==> config.mk <==
export PLATFORM = sky130hd
export DESIGN_NAME = load_store_unit_flat
export DESIGN_NICKNAME = d
export VERILOG_FILES = /design/src/rtl/load_store_unit_if.sv /design/src/rtl/load_store_unit.sv /design/src/flat_wrapper.sv
export SDC_FILE = /design/constraint.sdc
export NUM_CORES = 1
export LEC_CHECK = 0
export ABC_AREA = 0
export CORE_MARGIN = 2
export CORE_UTILIZATION = 38
export DETAILED_ROUTE_END_ITERATION = 10
export MAX_ROUTING_LAYER = met4
export PLACE_DENSITY = 0.8
export SYNTH_ARGS = -nofsm -noshare
export SYNTH_HDL_FRONTEND = slang
export SYNTH_SLANG_ARGS = --single-unit
==> constraint.sdc <==
create_clock -name clk -period 2.1 [get_ports clk]
set_input_delay 0.63 -clock clk [delete_from_list [all_inputs] [get_ports clk]]
set_output_delay 0.63 -clock clk [all_outputs]
set_load 0.02 [all_outputs]
==> src/rtl/load_store_unit_if.sv <==
// Decoded-op request, data-memory and writeback signals of the load/store unit.
// master: the surrounding pipeline/memory; slave: the load_store_unit itself.
interface load_store_unit_if;
    logic        req_valid;
    logic        req_ready;
    logic        req_is_store;
    logic [2:0]  req_funct3;
    logic [31:0] req_addr;
    logic [31:0] req_wdata;
    logic [4:0]  req_rd;

    logic        mem_req;
    logic        mem_we;
    logic [31:0] mem_addr;
    logic [3:0]  mem_be;
    logic [31:0] mem_wdata;
    logic        mem_ack;
    logic [31:0] mem_rdata;

    logic        wb_valid;
    logic        wb_we;
    logic [4:0]  wb_rd;
    logic [31:0] wb_data;
    logic        wb_err;

    modport master (
        output req_valid, req_is_store, req_funct3, req_addr, req_wdata, req_rd,
        output mem_ack, mem_rdata,
        input  req_ready,
        input  mem_req, mem_we, mem_addr, mem_be, mem_wdata,
        input  wb_valid, wb_we, wb_rd, wb_data, wb_err
    );

    modport slave (
        input  req_valid, req_is_store, req_funct3, req_addr, req_wdata, req_rd,
        input  mem_ack, mem_rdata,
        output req_ready,
        output mem_req, mem_we, mem_addr, mem_be, mem_wdata,
        output wb_valid, wb_we, wb_rd, wb_data, wb_err
    );
endinterface

==> src/rtl/load_store_unit.sv <==
// Load/store unit: one word-wide data-memory transaction per decoded load/store.
// Define LSU_MISALIGN_TRAP_EN to trap misaligned halfword/word accesses instead of truncating.
module load_store_unit #(
    parameter int unsigned TIMEOUT_CYCLES = 0,
    parameter int unsigned TIMEOUT_W      = 8
) (
    input  logic             clk,
    input  logic             rst,
    load_store_unit_if.slave bus
);

    localparam logic [2:0] F3_LB  = 3'b000;
    localparam logic [2:0] F3_LH  = 3'b001;
    localparam logic [2:0] F3_LW  = 3'b010;
    localparam logic [2:0] F3_LBU = 3'b100;
    localparam logic [2:0] F3_LHU = 3'b101;
    localparam logic [2:0] F3_SB  = 3'b000;
    localparam logic [2:0] F3_SH  = 3'b001;
    localparam logic [2:0] F3_SW  = 3'b010;

`ifdef LSU_MISALIGN_TRAP_EN
    localparam bit TRAP_EN = 1'b1;
`else
    localparam bit TRAP_EN = 1'b0;
`endif

    typedef enum logic [1:0] {
        IDLE   = 2'd0,
        ACCESS = 2'd1,
        DONE   = 2'd2
    } state_e;

    state_e               state_q;
    logic [TIMEOUT_W-1:0] cnt_q;

    // Op fields kept for the load-data path and writeback
    logic                 is_store_q;
    logic [2:0]           f3_q;
    logic [1:0]           off_q;
    logic [4:0]           rd_q;

    logic                 req_ready_q;
    logic                 mem_req_q;
    logic                 mem_we_q;
    logic [31:0]          mem_addr_q;
    logic [3:0]           mem_be_q;
    logic [31:0]          mem_wdata_q;
    logic                 wb_valid_q;
    logic                 wb_we_q;
    logic [4:0]           wb_rd_q;
    logic [31:0]          wb_data_q;
    logic                 wb_err_q;

    logic                 legal_c;
    logic                 misalign_c;
    logic [3:0]           st_be_c;
    logic [31:0]          st_wdata_c;
    logic [7:0]           ld_byte_c;
    logic [15:0]          ld_half_c;
    logic [31:0]          ld_data_c;
    logic                 timeout_hit_c;

    // Legality and alignment of the op presented at the request port
    always_comb begin
        legal_c    = 1'b0;
        misalign_c = 1'b0;
        if (bus.req_is_store) begin
            legal_c = bus.req_funct3 inside {F3_SB, F3_SH, F3_SW};
        end else begin
            legal_c = bus.req_funct3 inside {F3_LB, F3_LH, F3_LW, F3_LBU, F3_LHU};
        end
        case (bus.req_funct3[1:0])
            2'b01:   misalign_c = TRAP_EN && bus.req_addr[0];
            2'b10:   misalign_c = TRAP_EN && (bus.req_addr[1:0] != 2'b00);
            default: misalign_c = 1'b0;
        endcase
    end

    // Byte enables and lane-replicated data; halfword/word ignore the low offset bits
    always_comb begin
        st_be_c    = 4'b1111;
        st_wdata_c = 32'h0;
        if (bus.req_is_store) begin
            case (bus.req_funct3)
                F3_SB: begin
                    st_be_c    = 4'b0001 << bus.req_addr[1:0];
                    st_wdata_c = {4{bus.req_wdata[7:0]}};
                end
                F3_SH: begin
                    st_be_c    = 4'b0011 << {bus.req_addr[1], 1'b0};
                    st_wdata_c = {2{bus.req_wdata[15:0]}};
                end
                F3_SW: begin
                    st_be_c    = 4'b1111;
                    st_wdata_c = bus.req_wdata;
                end
                default: begin
                    st_be_c    = 4'b1111;
                    st_wdata_c = 32'h0;
                end
            endcase
        end
    end

    // Lane extraction and extension of the returning read data
    always_comb begin
        ld_byte_c = bus.mem_rdata[{off_q, 3'b000} +: 8];
        ld_half_c = bus.mem_rdata[{off_q[1], 4'b0000} +: 16];
        case (f3_q)
            F3_LB:   ld_data_c = {{24{ld_byte_c[7]}}, ld_byte_c};
            F3_LBU:  ld_data_c = {24'h0, ld_byte_c};
            F3_LH:   ld_data_c = {{16{ld_half_c[15]}}, ld_half_c};
            F3_LHU:  ld_data_c = {16'h0, ld_half_c};
            default: ld_data_c = bus.mem_rdata;
        endcase
    end

    assign timeout_hit_c = (TIMEOUT_CYCLES != 0) &&
                           (cnt_q == TIMEOUT_W'(TIMEOUT_CYCLES - 1));

    always_ff @(posedge clk) begin
        if (rst) begin
            state_q     <= IDLE;
            cnt_q       <= '0;
            is_store_q  <= 1'b0;
            f3_q        <= 3'b000;
            off_q       <= 2'b00;
            rd_q        <= 5'd0;
            req_ready_q <= 1'b1;
            mem_req_q   <= 1'b0;
            mem_we_q    <= 1'b0;
            mem_addr_q  <= 32'h0;
            mem_be_q    <= 4'h0;
            mem_wdata_q <= 32'h0;
            wb_valid_q  <= 1'b0;
            wb_we_q     <= 1'b0;
            wb_rd_q     <= 5'd0;
            wb_data_q   <= 32'h0;
            wb_err_q    <= 1'b0;
        end else begin
            case (state_q)
                IDLE: begin
                    if (bus.req_valid) begin
                        is_store_q  <= bus.req_is_store;
                        f3_q        <= bus.req_funct3;
                        off_q       <= bus.req_addr[1:0];
                        rd_q        <= bus.req_rd;
                        req_ready_q <= 1'b0;
                        if (legal_c && !misalign_c) begin
                            state_q     <= ACCESS;
                            cnt_q       <= '0;
                            mem_req_q   <= 1'b1;
                            mem_we_q    <= bus.req_is_store;
                            mem_addr_q  <= {bus.req_addr[31:2], 2'b00};
                            mem_be_q    <= st_be_c;
                            mem_wdata_q <= st_wdata_c;
                        end else begin
                            state_q    <= DONE;
                            wb_valid_q <= 1'b1;
                            wb_we_q    <= 1'b0;
                            wb_rd_q    <= bus.req_rd;
                            wb_data_q  <= 32'h0;
                            wb_err_q   <= 1'b1;
                        end
                    end
                end
                ACCESS: begin
                    if (bus.mem_ack || timeout_hit_c) begin
                        state_q     <= DONE;
                        mem_req_q   <= 1'b0;
                        mem_we_q    <= 1'b0;
                        mem_addr_q  <= 32'h0;
                        mem_be_q    <= 4'h0;
                        mem_wdata_q <= 32'h0;
                        wb_valid_q  <= 1'b1;
                        wb_rd_q     <= rd_q;
                        wb_err_q    <= !bus.mem_ack;
                        wb_we_q     <= bus.mem_ack && !is_store_q && (rd_q != 5'd0);
                        wb_data_q   <= (bus.mem_ack && !is_store_q) ? ld_data_c : 32'h0;
                    end else begin
                        cnt_q <= cnt_q + TIMEOUT_W'(1);
                    end
                end
                DONE: begin
                    state_q     <= IDLE;
                    req_ready_q <= 1'b1;
                    wb_valid_q  <= 1'b0;
                    wb_we_q     <= 1'b0;
                    wb_rd_q     <= 5'd0;
                    wb_data_q   <= 32'h0;
                    wb_err_q    <= 1'b0;
                end
                default: begin
                    state_q     <= IDLE;
                    req_ready_q <= 1'b1;
                end
            endcase
        end
    end

    assign bus.req_ready = req_ready_q;
    assign bus.mem_req   = mem_req_q;
    assign bus.mem_we    = mem_we_q;
    assign bus.mem_addr  = mem_addr_q;
    assign bus.mem_be    = mem_be_q;
    assign bus.mem_wdata = mem_wdata_q;
    assign bus.wb_valid  = wb_valid_q;
    assign bus.wb_we     = wb_we_q;
    assign bus.wb_rd     = wb_rd_q;
    assign bus.wb_data   = wb_data_q;
    assign bus.wb_err    = wb_err_q;

endmodule

==> src/flat_wrapper.sv <==
// flat-port wrapper written by rule: the top's interface ports become plain ports
module load_store_unit_flat 
#(
    parameter int unsigned TIMEOUT_CYCLES = 0,
    parameter int unsigned TIMEOUT_W      = 8
)
  (clk, rst, bus_req_valid, bus_req_is_store, bus_req_funct3, bus_req_addr, bus_req_wdata, bus_req_rd, bus_mem_ack, bus_mem_rdata, bus_req_ready, bus_mem_req, bus_mem_we, bus_mem_addr, bus_mem_be, bus_mem_wdata, bus_wb_valid, bus_wb_we, bus_wb_rd, bus_wb_data, bus_wb_err);
  load_store_unit_if bus_i ();
  input  logic clk;
  input  logic rst;
  input wire logic [$bits(bus_i.req_valid)-1:0] bus_req_valid;
  input wire logic [$bits(bus_i.req_is_store)-1:0] bus_req_is_store;
  input wire logic [$bits(bus_i.req_funct3)-1:0] bus_req_funct3;
  input wire logic [$bits(bus_i.req_addr)-1:0] bus_req_addr;
  input wire logic [$bits(bus_i.req_wdata)-1:0] bus_req_wdata;
  input wire logic [$bits(bus_i.req_rd)-1:0] bus_req_rd;
  input wire logic [$bits(bus_i.mem_ack)-1:0] bus_mem_ack;
  input wire logic [$bits(bus_i.mem_rdata)-1:0] bus_mem_rdata;
  output wire logic [$bits(bus_i.req_ready)-1:0] bus_req_ready;
  output wire logic [$bits(bus_i.mem_req)-1:0] bus_mem_req;
  output wire logic [$bits(bus_i.mem_we)-1:0] bus_mem_we;
  output wire logic [$bits(bus_i.mem_addr)-1:0] bus_mem_addr;
  output wire logic [$bits(bus_i.mem_be)-1:0] bus_mem_be;
  output wire logic [$bits(bus_i.mem_wdata)-1:0] bus_mem_wdata;
  output wire logic [$bits(bus_i.wb_valid)-1:0] bus_wb_valid;
  output wire logic [$bits(bus_i.wb_we)-1:0] bus_wb_we;
  output wire logic [$bits(bus_i.wb_rd)-1:0] bus_wb_rd;
  output wire logic [$bits(bus_i.wb_data)-1:0] bus_wb_data;
  output wire logic [$bits(bus_i.wb_err)-1:0] bus_wb_err;
  assign bus_i.req_valid = bus_req_valid;
  assign bus_i.req_is_store = bus_req_is_store;
  assign bus_i.req_funct3 = bus_req_funct3;
  assign bus_i.req_addr = bus_req_addr;
  assign bus_i.req_wdata = bus_req_wdata;
  assign bus_i.req_rd = bus_req_rd;
  assign bus_i.mem_ack = bus_mem_ack;
  assign bus_i.mem_rdata = bus_mem_rdata;
  assign bus_req_ready = bus_i.req_ready;
  assign bus_mem_req = bus_i.mem_req;
  assign bus_mem_we = bus_i.mem_we;
  assign bus_mem_addr = bus_i.mem_addr;
  assign bus_mem_be = bus_i.mem_be;
  assign bus_mem_wdata = bus_i.mem_wdata;
  assign bus_wb_valid = bus_i.wb_valid;
  assign bus_wb_we = bus_i.wb_we;
  assign bus_wb_rd = bus_i.wb_rd;
  assign bus_wb_data = bus_i.wb_data;
  assign bus_wb_err = bus_i.wb_err;
  load_store_unit #(.TIMEOUT_CYCLES(TIMEOUT_CYCLES), .TIMEOUT_W(TIMEOUT_W)) u_core (.clk(clk), .rst(rst), .bus(bus_i));
endmodule
==> metrics.md <==
| Metric | Value |
|---|---|
| 1st-iter DRT viols | roughly 370 |
| Power Density | 868 mW/mm² |
| DPL Wire Length | about 12 mm |
| Unique masters post-synth | between 40 and 50 |
| Largest family of logic cells by synthesized area | compound AO/OA/AOI/OAI gates |
| Layout area overhead | 63.6% |
| Post-Syn Instances | 522 |
| Period utilisation layout | 0.969 |
| Run status | completed |
| Drt wl/cell | 17.7 µm |
| M1 GR Usage | 0.300 |
| Site row count | 42 |
| H-tree Lvls | 4 |
| Synth warn | 0 |
| CP endpoint kind | primary output |
| DRT Wirelength | 16.9 mm |
| EDFF count, synth | 0 |
| Most common cell after layout, fill and taps aside | clkdlybuf4s50_1 |
| # DRC | 0 |
| Arrival @ worst endpoint | ~1.4 ns |
| Fin crit period | 2.03 ns |
| Core Region | 0.0131 mm² |
| Final Total Pwr | 0.00723 W |
| Crit path buf inv count | 1 |
| Hold slack | 0.460 ns |
| Maxcap violations | 0 |
| Fin. max-slew vios | 0 |
| Inst Count DP | slightly above 900 |
| Req. time, crit path | roughly 1.5 ns |
| Register area share after synthesis | 0.480 |
| Root buf cell | clkbuf_16 |
| Synth Area in Compound Gates | 0.297 |
| Routability cong. | slightly below 0.9 |
| Leakage | 3.18 nW |
| CP delay by family, top | buffers and inverters |
| First-pass GRT wire length | 26.4 mm |
| Area share of fa/ha/maj cells after synthesis | 0.00983 |
| Final Hold Fails | 0 |
| Worst Clk Skew | around 0.0069 ns |
| Total die area | 0.0143 mm² |
| Final #Nets | 877 |
| Via/cell ratio | 5.38 |
| Filler cells | around 1000 |
| Ant diodes | 0 |
| Mean Syn Cell Area | 9.75 µm² |
| Max Clock Freq | 491 MHz |
| Post-synthesis xor/xnor area fraction | 0 |
| Post-synthesis mux area share | 0.0433 |
| Final Non-Filler Cells | 951 |
| Pin count of the biggest net entering global routing | 48 |
| Post-route ant nets | 0 |
| First drt pass iteration count | 5 |
| Worst setup SP type | flip-flop |
| Most frequent cells in the layout | clkdlybuf4s50_1 (217), dfxtp_1 (122), a22o_1 (51) |
| Max incr delay on CP | 0.65 ns |
| Slew HR | 0.489 |
| Die Y | approximately 120 µm |
| Vias in the first global route | 5062 |
| Via count | 5118 |
| Met2 Use GR | 0.376 |
| Hold crit path type | flip-flop to flip-flop |
| Worst skew pair latency | 0.41 ns |
| Asr flop ratio synth | 0 |
| Clock Path Buffers | 2 |
| Simple-gate portion of the synthesized area | 0.127 |
| I/O Buffers | approximately 220 |
| Layout cells sized above 1 | 0.117 |
| Cell Area, Synth | 0.00509 mm² |
| RSZ-0062 raised after global routing | no |
| Initial antenna violation count | 0 |
| Inserted Clock Buffers | 17 |
| Top_reg_cell synth | dfxtp_1 |
| Grt total ovfl | 0 |
| IO Pins | 220 |
| Setup bufs post-CTS | 0 |
| CP Class | flip-flop to primary output |
| GR Util met3 | 0.0623 |
| Clock Pin Slew Worst Setup and Hold Paths | about 0.050 ns |
| #FFs+latches synth | between 100 and 150 |
| Slowest CP cell | clkdlybuf4s50_1 |
| Worst VDD drop | 0.467 mV |
| Initial Utilization | 0.387 |
| GRT busiest layer | met2 |
| TritonCTS Sinks | 122 |
| Cell Chain, Critical Path | clkdlybuf4s50_1 |
| Crit Path Max Fanout | 2 |
| Worst-Margin Slew | 0.759 ns |
| Setup violators final | 0 |
| GR Util All Layers | 0.240 |
| Die X-Extent | 120 µm |
| CTS tree | built |
[metal layers]
metal  up-vias  wire [µm]
met5         -          0
met4         0        406
met3        32       1030
met2       217       7990
met1      2435       7440
li1       2434          -
[timing repair]
item / CTS / global route
hold buffers: 0 / 0
endpoints found under the hold margin: 0 / 0
resized for setup: 0 / 2
endpoints found under the setup margin: 0 / 35
[logic make-up (layout without fill, tap and decap cells)]
group | after synthesis | in the layout
buffers and inverters | 51 | 303
other | 1 | 2
AND/OR/NAND/NOR | 128 | 128
AO/OA/AOI/OAI | 195 | 195
multiplexers | 21 | 21
adder cells (fa/ha/maj) | 4 | 4
flip-flops | 122 | 122
[registers in the layout, summed over array words and instances, names as in the netlist]
register	cells
u_core.bus.mem_addr	30
u_core.bus.mem_be	4
u_core.bus.mem_req	1
u_core.bus.mem_wdata	32
u_core.bus.mem_we	1
u_core.bus.req_ready	1
u_core.bus.wb_data	32
u_core.bus.wb_err	1
u_core.bus.wb_rd	5
u_core.bus.wb_valid	1
u_core.bus.wb_we	1
u_core.f3_q	3
u_core.is_store_q	1
u_core.off_q	2
u_core.rd_q	5
u_core.state_q	2
[cell usage after synthesis (4+ instances only)]
master | number | share of area
a21oi_1 | 43 | 0.042
nand2_1 | 28 | 0.021
a32o_1 | 5 | 0.0098
mux2i_1 | 13 | 0.026
clkbuf_1 | 27 | 0.020
nor3_1 | 6 | 0.0059
mux2_2 | 8 | 0.018
buf_1 | 6 | 0.0044
dfxtp_1 | 122 | 0.48
a221oi_1 | 4 | 0.0069
o2bb2ai_1 | 41 | 0.071
a311oi_1 | 6 | 0.010
a22o_1 | 51 | 0.088
inv_1 | 8 | 0.0059
a21o_1 | 12 | 0.018
nand3_1 | 12 | 0.012
a222oi_1 | 4 | 0.0079
ha_1 | 4 | 0.0098
buf_2 | 7 | 0.0069
nand2b_1 | 15 | 0.018
nor2b_1 | 15 | 0.018
nor2_1 | 34 | 0.025
o21ai_0 | 11 | 0.011
nand3b_1 | 4 | 0.0059
[area by class of cell]
class	instances	area [µm²]	area share
multi-input cells	350	2460	0.295
clock buffers	22	484	0.0581
flip-flops and latches	122	2440	0.293
well taps	176	220	0.0264
clock inverters	8	118	0.0141
inverters	8	30.0	0.00361
repair buffers	265	2570	0.309
[final timing paths]
kind	cells after the start	startpoint	slack, ns	endpoint
hold / removal	1	u_core.bus.mem_req	0.46	u_core.bus.mem_req
setup / recovery	1	u_core.bus.mem_wdata[29]	0.07	bus_mem_wdata[29]
setup reg to reg	7	u_core.state_q[1]	0.16	u_core.bus.mem_wdata[1]
hold reg to reg	1	u_core.bus.mem_req	0.46	u_core.bus.mem_req
[power breakdown]
part | switching, W | internal (W)
combinational | 0.000871 | 0.000831
clock | 0.000981 | 0.00197
sequential | 0.000107 | 0.00247
[metrics by stage]
step	util	setup TNS (ns)	cell area (µm²)	setup slack, ns
after floorplan	-	0	5090	0.0273
after global placement	0.587	-27.09	7720	-0.300
after detailed placement	0.587	-33.33	7720	-0.415
after CTS	0.633	0	8320	0.0366
after global routing	0.634	0	8330	0.000925
final	0.634	0	8330	0.0654
No activity file was read; power rests on OpenSTA's default activity.
==> edit, RTL diff (same settings) <==
Add a define of `LSU_MISALIGN_TRAP_EN`.
--- a/src/rtl/load_store_unit.sv
+++ b/src/rtl/load_store_unit.sv
@@ -1,4 +1,6 @@
 // Load/store unit: one word-wide data-memory transaction per decoded load/store.
 // Define LSU_MISALIGN_TRAP_EN to trap misaligned halfword/word accesses instead of truncating.
+`define LSU_MISALIGN_TRAP_EN
+
 module load_store_unit #(
     parameter int unsigned TIMEOUT_CYCLES = 0,
Formal check against the unedited RTL: not equivalent (Yosys sat finds a counterexample within 4 cycles, from zero or initial values and one cycle with rst high).
==> edit against the original RTL <==
  * Final area up 9.0%
  * Sequential share of layout area down 2.4 points
  * Sequential cell count unchanged
  * Highest routed layer unchanged
  * Register-to-register slack worse by 0.09 ns
  * Core utilization up 2.0 points
  * Non-clock buffer count up 30
  * Global-route usage up 1.6 points
  * Setup slack worse by 0.021 ns
  * Area after synthesis up 5.7%
  * Wire length up 13%
  * Synthesized cell count up 7.7%
  * Total power down 1.1%
  * Critical path type is now primary input to flop
  * First-iteration DRC count up 33%
==> edit: results (changes against the original RTL) <==
Critical path
  • Crit path to: u_core.bus.wb_rd[3]$_SDFFE_PP0P_
  • Critical R2R Capture: u_core.bus.wb_data[25]$_SDFFE_PP0P_
  • Worst Setup SP: bus_req_funct3[0]
  • Max stage delay on crit path: 0.39 ns (-0.26 ns)
  • Reg2reg path depth: 10 (+3)
  • Crit-path leading delay family: compound AO/OA/AOI/OAI gates
  • Worst-path fanout max: 6 (+4)
  • Arrival time at the worst endpoint: 2.35 ns (+0.95 ns)
  • Slowest CP cell: a311o_1

Power
  • Comb. pwr: 0.00189 W (+11%)
  • VDD IR-drop max: 0.643 mV (+38%)
  • Pwr Total: 0.00715 W (-1.1%)
  • Leakage power: 3.46 nW (+8.8%)

GRT
  • Vias in the first global route: 5776 (+14%)
  • Total Routing Usage GR: 25.6% (+1.6 points)
  • Largest net degree at the start of global routing: 35 (-27%)
  • Global-route wire length before repair: 29300 µm (+11%)

Min path
  • Hold worst-path end: u_core.bus.mem_we$_SDFFE_PP0P_
  • Hold path start: u_core.bus.mem_we$_SDFFE_PP0P_

Run status
  • Outcome: finished, final reports clean

Layout
  • Post-layout nets: 942 (+7.4%)
  • Finished Layout Cells: 1019 (+7.2%)
  • # fillers: 1059 (+1.2%)

Drt
  • Avg Vias per Cell: 5.57 (+3.5%)

CTS
  • Post-CTS Resized: 34 (+34)
  • Setup bufs post-CTS: 16 (+16)

Logic synthesis
  • Avg Synthesized Cell Area: 9.57 µm² (-1.8%)
  • Complex-gate fraction of the synthesized area: 30.3% (+0.59 points)
  • Top post-synthesis cells by count: dfxtp_1, nand2_1, a22o_1
  • Top cells by area, synth: dfxtp_1, a22o_1, nand3b_1

Timing
  • Worst setup margin: 0.0444 ns (-0.0209 ns)
  • Hold Slack: 0.460 ns (-0.0000630 ns)

Placed design
  • Hpwl dp: 13000 µm (+5.5%)
  • Post-Place Worst Slack: -0.879 ns (-0.464 ns)
## edit: cell types whose count changed in the layout (fill, tap and decap cells not counted), sizes merged, moves of 13 or more
cell,before,now
inv,8,25
o21ai,11,44
nand2b,15,2
o2bb2ai,41,25
nor2,34,15
buf,48,78
nand2,28,43
a22oi,0,18
nand3b,4,34
## edit: layer usage
layer	vias up	routed length, µm	global-route usage [%]	share of wire, %
li1	2647	-	-	-
met1	2682	7800	29.9	41
met2	306	9250	42.0	48
met3	40	1680	6.96	8.8
met4	0	361	10.3	1.9
met5	-	0	-	0
## edit: cell type report
type | count | area, µm² | share of cell area (%)
sequential | 122 | 2440 | 26.9
multi-input combinational | 366 | 2710 | 29.8
tap | 180 | 225 | 2.48
timing repair buffer | 295 | 3040 | 33.5
clock buffer | 19 | 443 | 4.88
inverter | 24 | 110 | 1.21
antenna | 1 | 2.50 | 0.0276
clock inverter | 12 | 101 | 1.12
